==> src/rtl/subtractor_4bit_serial_pkg.sv <==
// Shared definitions for the bit-serial subtractor: FSM state encoding and default width.
package subtractor_4bit_serial_pkg;

    localparam int DEFAULT_WIDTH = 4;

    typedef enum logic [1:0] {
        IDLE  = 2'd0,
        SHIFT = 2'd1,
        DONE  = 2'd2
    } state_t;

endpackage

==> src/rtl/subtractor_4bit_serial_full_subtractor_1bit.sv <==
// One-bit full subtractor: d = x - y - bi, with bo set when the bit position must borrow.
module full_subtractor_1bit
    import subtractor_4bit_serial_pkg::*;
(
    input  logic x,
    input  logic y,
    input  logic bi,
    output logic d,
    output logic bo
);

    assign d  = x ^ y ^ bi;
    assign bo = (~x & y) | (~(x ^ y) & bi);

endmodule

==> src/rtl/subtractor_4bit_serial.sv <==
// Bit-serial a - b - bin, LSB first, one bit per clock through a single full subtractor.
// Optional SUB_OVERFLOW_EN adds a signed-overflow output ovf.
module subtractor_4bit_serial
    import subtractor_4bit_serial_pkg::*;
#(
    parameter int WIDTH = DEFAULT_WIDTH
)
(
    input  logic             clk,
    input  logic             rst,
    input  logic             start,
    input  logic [WIDTH-1:0] a,
    input  logic [WIDTH-1:0] b,
    input  logic             bin,
    output logic [WIDTH-1:0] diff,
    output logic             bout,
    output logic             busy,
    output logic             done
`ifdef SUB_OVERFLOW_EN
    ,
    output logic             ovf
`endif
);

    localparam int CW = $clog2(WIDTH + 1);

    state_t           state_reg, state_next;
    logic [WIDTH-1:0] a_reg, a_next;
    logic [WIDTH-1:0] b_reg, b_next;
    logic [WIDTH-1:0] diff_reg, diff_next;
    logic             borrow_reg, borrow_next;
    logic [CW-1:0]    cnt_reg, cnt_next;
    logic             fs_d;
    logic             fs_bo;
    logic             last_bit;

    full_subtractor_1bit u_fs (
        .x  (a_reg[0]),
        .y  (b_reg[0]),
        .bi (borrow_reg),
        .d  (fs_d),
        .bo (fs_bo)
    );

    assign last_bit = (cnt_reg == CW'(WIDTH - 1));

`ifdef SUB_OVERFLOW_EN
    logic ovf_reg, ovf_next;
`endif

    always_comb begin
        state_next  = state_reg;
        a_next      = a_reg;
        b_next      = b_reg;
        diff_next   = diff_reg;
        borrow_next = borrow_reg;
        cnt_next    = cnt_reg;
`ifdef SUB_OVERFLOW_EN
        ovf_next    = ovf_reg;
`endif
        case (state_reg)
            IDLE: begin
                if (start) begin
                    state_next  = SHIFT;
                    a_next      = a;
                    b_next      = b;
                    borrow_next = bin;
                    cnt_next    = '0;
                end
            end
            SHIFT: begin
                // Operands drain from the LSB end while results enter at the MSB end,
                // so after WIDTH steps diff_reg holds the word in natural order.
                a_next      = a_reg >> 1;
                b_next      = b_reg >> 1;
                diff_next   = {fs_d, diff_reg[WIDTH-1:1]};
                borrow_next = fs_bo;
                cnt_next    = cnt_reg + 1'b1;
                if (last_bit) begin
                    state_next = DONE;
`ifdef SUB_OVERFLOW_EN
                    // Signed overflow: borrow into the sign bit differs from borrow out of it.
                    ovf_next   = borrow_reg ^ fs_bo;
`endif
                end
            end
            DONE: begin
                state_next = IDLE;
            end
            default: begin
                state_next = IDLE;
            end
        endcase
    end

    always_ff @(posedge clk) begin
        if (rst) begin
            state_reg  <= IDLE;
            a_reg      <= '0;
            b_reg      <= '0;
            diff_reg   <= '0;
            borrow_reg <= 1'b0;
            cnt_reg    <= '0;
`ifdef SUB_OVERFLOW_EN
            ovf_reg    <= 1'b0;
`endif
        end else begin
            state_reg  <= state_next;
            a_reg      <= a_next;
            b_reg      <= b_next;
            diff_reg   <= diff_next;
            borrow_reg <= borrow_next;
            cnt_reg    <= cnt_next;
`ifdef SUB_OVERFLOW_EN
            ovf_reg    <= ovf_next;
`endif
        end
    end

    assign diff = diff_reg;
    // The borrow register only moves during SHIFT, so it doubles as the held borrow-out.
    assign bout = borrow_reg;
    assign busy = (state_reg != IDLE);
    assign done = (state_reg == DONE);
`ifdef SUB_OVERFLOW_EN
    assign ovf  = ovf_reg;
`endif

endmodule
==> config.mk <==
export PLATFORM = sky130hd
export DESIGN_NAME = subtractor_4bit_serial
export DESIGN_NICKNAME = d
export VERILOG_FILES = /design/src/rtl/subtractor_4bit_serial_pkg.sv /design/src/rtl/subtractor_4bit_serial_full_subtractor_1bit.sv /design/src/rtl/subtractor_4bit_serial.sv
export SDC_FILE = /design/constraint.sdc
export NUM_CORES = 1
export LEC_CHECK = 0
export CAP_MARGIN = 20
export CORE_ASPECT_RATIO = 1.1
export CORE_MARGIN = 3
export CORE_UTILIZATION = 45
export DETAILED_ROUTE_END_ITERATION = 12
export GPL_TIMING_DRIVEN = 0
export MAX_ROUTING_LAYER = met4
export PLACE_DENSITY = 0.74
export SKIP_LAST_GASP = 1
export SYNTH_ARGS = -nofsm -noshare
export SYNTH_HDL_FRONTEND = slang
export SYNTH_HIERARCHICAL = 1
export SYNTH_SLANG_ARGS = --single-unit
==> constraint.sdc <==
create_clock -name clk -period 2.2 [get_ports clk]
set_clock_uncertainty 0.1 [all_clocks]
set_input_delay 0.22 -clock clk [delete_from_list [all_inputs] [get_ports clk]]
set_output_delay 0.22 -clock clk [all_outputs]
set_load 0.01 [all_outputs]
==> impl_metrics.json <==
{
  "status": "finished, final reports clean",
  "clkSlewWorstSetupHoldPaths_ns": 0.10,
  "rows": 16,
  "avgViaCountPerCell": 5.212,
  "dominant_combinational_cell_family_by_area_after_synthesis": "compound AO/OA/AOI/OAI gates",
  "worst-setup-path-type": "flip-flop to primary output",
  "rrSetupSlack_ns": 0.78,
  "setup-tns-final_ns": 0,
  "layout-drive-gt1-share_pct": 12.10,
  "layout_common_cells": "dfxtp_1, clkdlybuf4s50_1, a21oi_1",
  "fp.coreArea_um2": 1842,
  "place_hpwl_um": 1392,
  "die_area_um2": 2569,
  "grt_pass1_wl_um": 3374,
  "port_buffers": 16,
  "setup_viol": 0,
  "timing.final.max_slew_violations": 0,
  "cts.sinks": 18,
  "synth_area_per_cell_um2": 8.638,
  "period_utilization_post_route_pct": 91.94,
  "fin_nets": 140,
  "syn-cell-area_um2": 898.4,
  "floorplan.io_pins": 19,
  "timing.final.hold_violations": 0,
  "synth.net_count": 119,
  "drt_first_iter_violations": 14,
  "power.static_leakage_nw": 0.4498,
  "vdd_drop_max_mv": 0.3354,
  "final.hold.worst_slack_ns": 0.1154,
  "cts-root-buf": "clkbuf_4",
  "postSynthRegisterBits": 18,
  "synth.area.mux_share_pct": 2.228,
  "power_switching_share_pct": 25.90,
  "cp_max_fo": 10,
  "final_area_um2": 1129,
  "power_frac_seq_pct": 52.4,
  "fill_count": 192,
  "post_route_drc": 0,
  "worst_slew_margin_rel_pct": 71.39,
  "cts_htree_levels": 1,
  "mostFrequentLayoutCell": "dfxtp_1",
  "grt_setup_unrepaired": "no",
  "power_frac_comb_pct": 17.8,
  "end_kind": "primary output",
  "grt_overflow": 0,
  "tightest_slew_ns": 0.4291,
  "areaGrowthSynthToFinish_pct": 25.63,
  "finalPower_mw": 0.6903,
  "cp.required_ns": 1.88,
  "finalWeightedCongestion": 0.7638,
  "synth-xor-area-share_pct": 0,
  "period_needed_ns": 2.023,
  "detail_route.wirelength_um": 1869,
  "postCtsSetupBuffers": 0,
  "synth_simple_gate_area_share_pct": 15.32,
  "grt_antenna_before_repair": 0,
  "synth_fa_ha_area_share_pct": 5.014,
  "antenna-diode-count": 0,
  "p_per_area_nw_per_um2": 611.7,
  "internal_power_of_the_cells_mw": 0.5115,
  "distinct_cell_type_count_of_the_synthesized_netlist": 26,
  "insertion_delay_ns": 0.29,
  "drv.max_cap_violation_count": 0,
  "synth_compound_gate_area_share_pct": 25.35,
  "drt.antenna.violating_nets": 0,
  "hp-class": "primary input to flip-flop",
  "holdBufCountCts": 0,
  "initial_core_util_pct": 48.78,
  "clock.fmax_mhz": 494.4,
  "synth_cells": 104,
  "critical_path_arrival_ns": 1.70,
  "largest_net_degree_at_the_start_of_global_routing": 11,
  "timing.critical_path.from_type": "flip-flop",
  "drt_first_pass_iters": 4,
  "grt_pass1_vias": 801,
  "globalRouteTotalUtil_pct": 17.33,
  "tritoncts": "done",
  "clock_power_share_pct": 29.8,
  "total_of_warnings_raised_by_yosys": 6,
  "routed-via-count": 787,
  "clk_path_buf_depth": 2,
  "ys_seq_area_share_pct": 40.11,
  "power.switching_mw": 0.1788,
  "post_drt_wl_per_cell_um": 12.38,
  "postPlaceCellArea_um2": 1092,
  "number_of_buffers_created_by_cts": 3,
  "postCtsResizedCells": 0,
  "die_w_um": 48.60,
  "die_y_um": 52.86
}
final timing paths:
kind,start,depth (start not counted),to
max reg2reg,b_reg[0]$_SDFFE_PP0P_,5,bout$_SDFFE_PP0P_
min,rst,2,bout$_SDFFE_PP0P_
min reg2reg,diff[0]$_SDFFE_PP0N_,2,diff[0]$_SDFFE_PP0N_
max,state_reg[1]$_SDFFE_PP0P_,4,done
per-layer routing:
layer	vias to the layer above	wire (um)	share of wire, %	GRT usage, %
met3	5	59	3.2	2.535
li1	396	-	-	-
met5	-	0	0	-
met1	369	874	47	19.69
met2	17	901	48	31.00
met4	0	33	1.8	7.109
power by group through the flow:
stage | combinational [mW] | clock (mW) | sequential, mW
global placement | 0.120 | 0 | 0.368
CTS | 0.124 | 0.209 | 0.362
floorplan | 0.0778 | 0 | 0.367
detailed placement | 0.124 | 0 | 0.369
global route | 0.138 | 0.224 | 0.364
finish | 0.123 | 0.206 | 0.362
metrics by stage:
step	util, %	setup slack (ns)	std cells
final	61.28	0.1773	151
after global placement	59.31	0.5234	147
after CTS	61.28	0.1774	151
after detailed placement	59.31	0.5272	147
after floorplan	-	0.8782	104
after global routing	61.28	0.06983	151
final cells by class:
cell class | instances | area, um2 | share of cell area, %
flip-flops and latches | 18 | 360.3 | 31.93
plain buffers | 8 | 58.81 | 5.211
well taps | 27 | 33.78 | 2.993
clock buffers | 4 | 36.28 | 3.215
multi-input cells | 65 | 430.4 | 38.14
inverters | 13 | 48.80 | 4.324
repair buffers | 16 | 160.2 | 14.19
critical path, stage by stage, from the launching register on:
cell and delay, ns:
dfxtp_1 0.34, buf_6 0.13, buf_2 0.23, nor2b_1 0.17, clkdlybuf4s50_1 0.55
logic make-up (layout without fill, tap and decap cells):
| kind of cell | count (synthesis) | after routing |
|---|---|---|
| AO/OA/AOI/OAI | 29 | 29 |
| flip-flops | 18 | 18 |
| AND/OR/NAND/NOR | 31 | 31 |
| multiplexers | 2 | 2 |
| buffers and inverters | 21 | 41 |
| adder cells (fa/ha/maj) | 3 | 3 |
synth_stat cells (all sizes together):
| cell | n | area, um2 |
|---|---|---|
| dfxtp | 18 | 360.4 |
| a21oi | 15 | 75.07 |
| nor2 | 15 | 58.81 |
| inv | 13 | 48.79 |
| nand2 | 9 | 33.78 |
| buf | 7 | 55.05 |
| o221a | 6 | 67.56 |
| a32oi | 2 | 17.52 |
| ha | 2 | 25.02 |
| mux2i | 2 | 20.02 |
| nand2b | 2 | 12.51 |
| nor3 | 2 | 10.01 |
| o22a | 2 | 17.52 |
| a2111oi | 1 | 15.01 |
| a22oi | 1 | 7.510 |
| a2bb2oi | 1 | 8.760 |
| and2b | 1 | 7.510 |
| clkbuf | 1 | 3.750 |
| fa | 1 | 20.02 |
| nor2b | 1 | 6.260 |
| nor4b | 1 | 8.760 |
| o21bai | 1 | 18.77 |
Note: power is estimated with default switching activity, not from simulation.
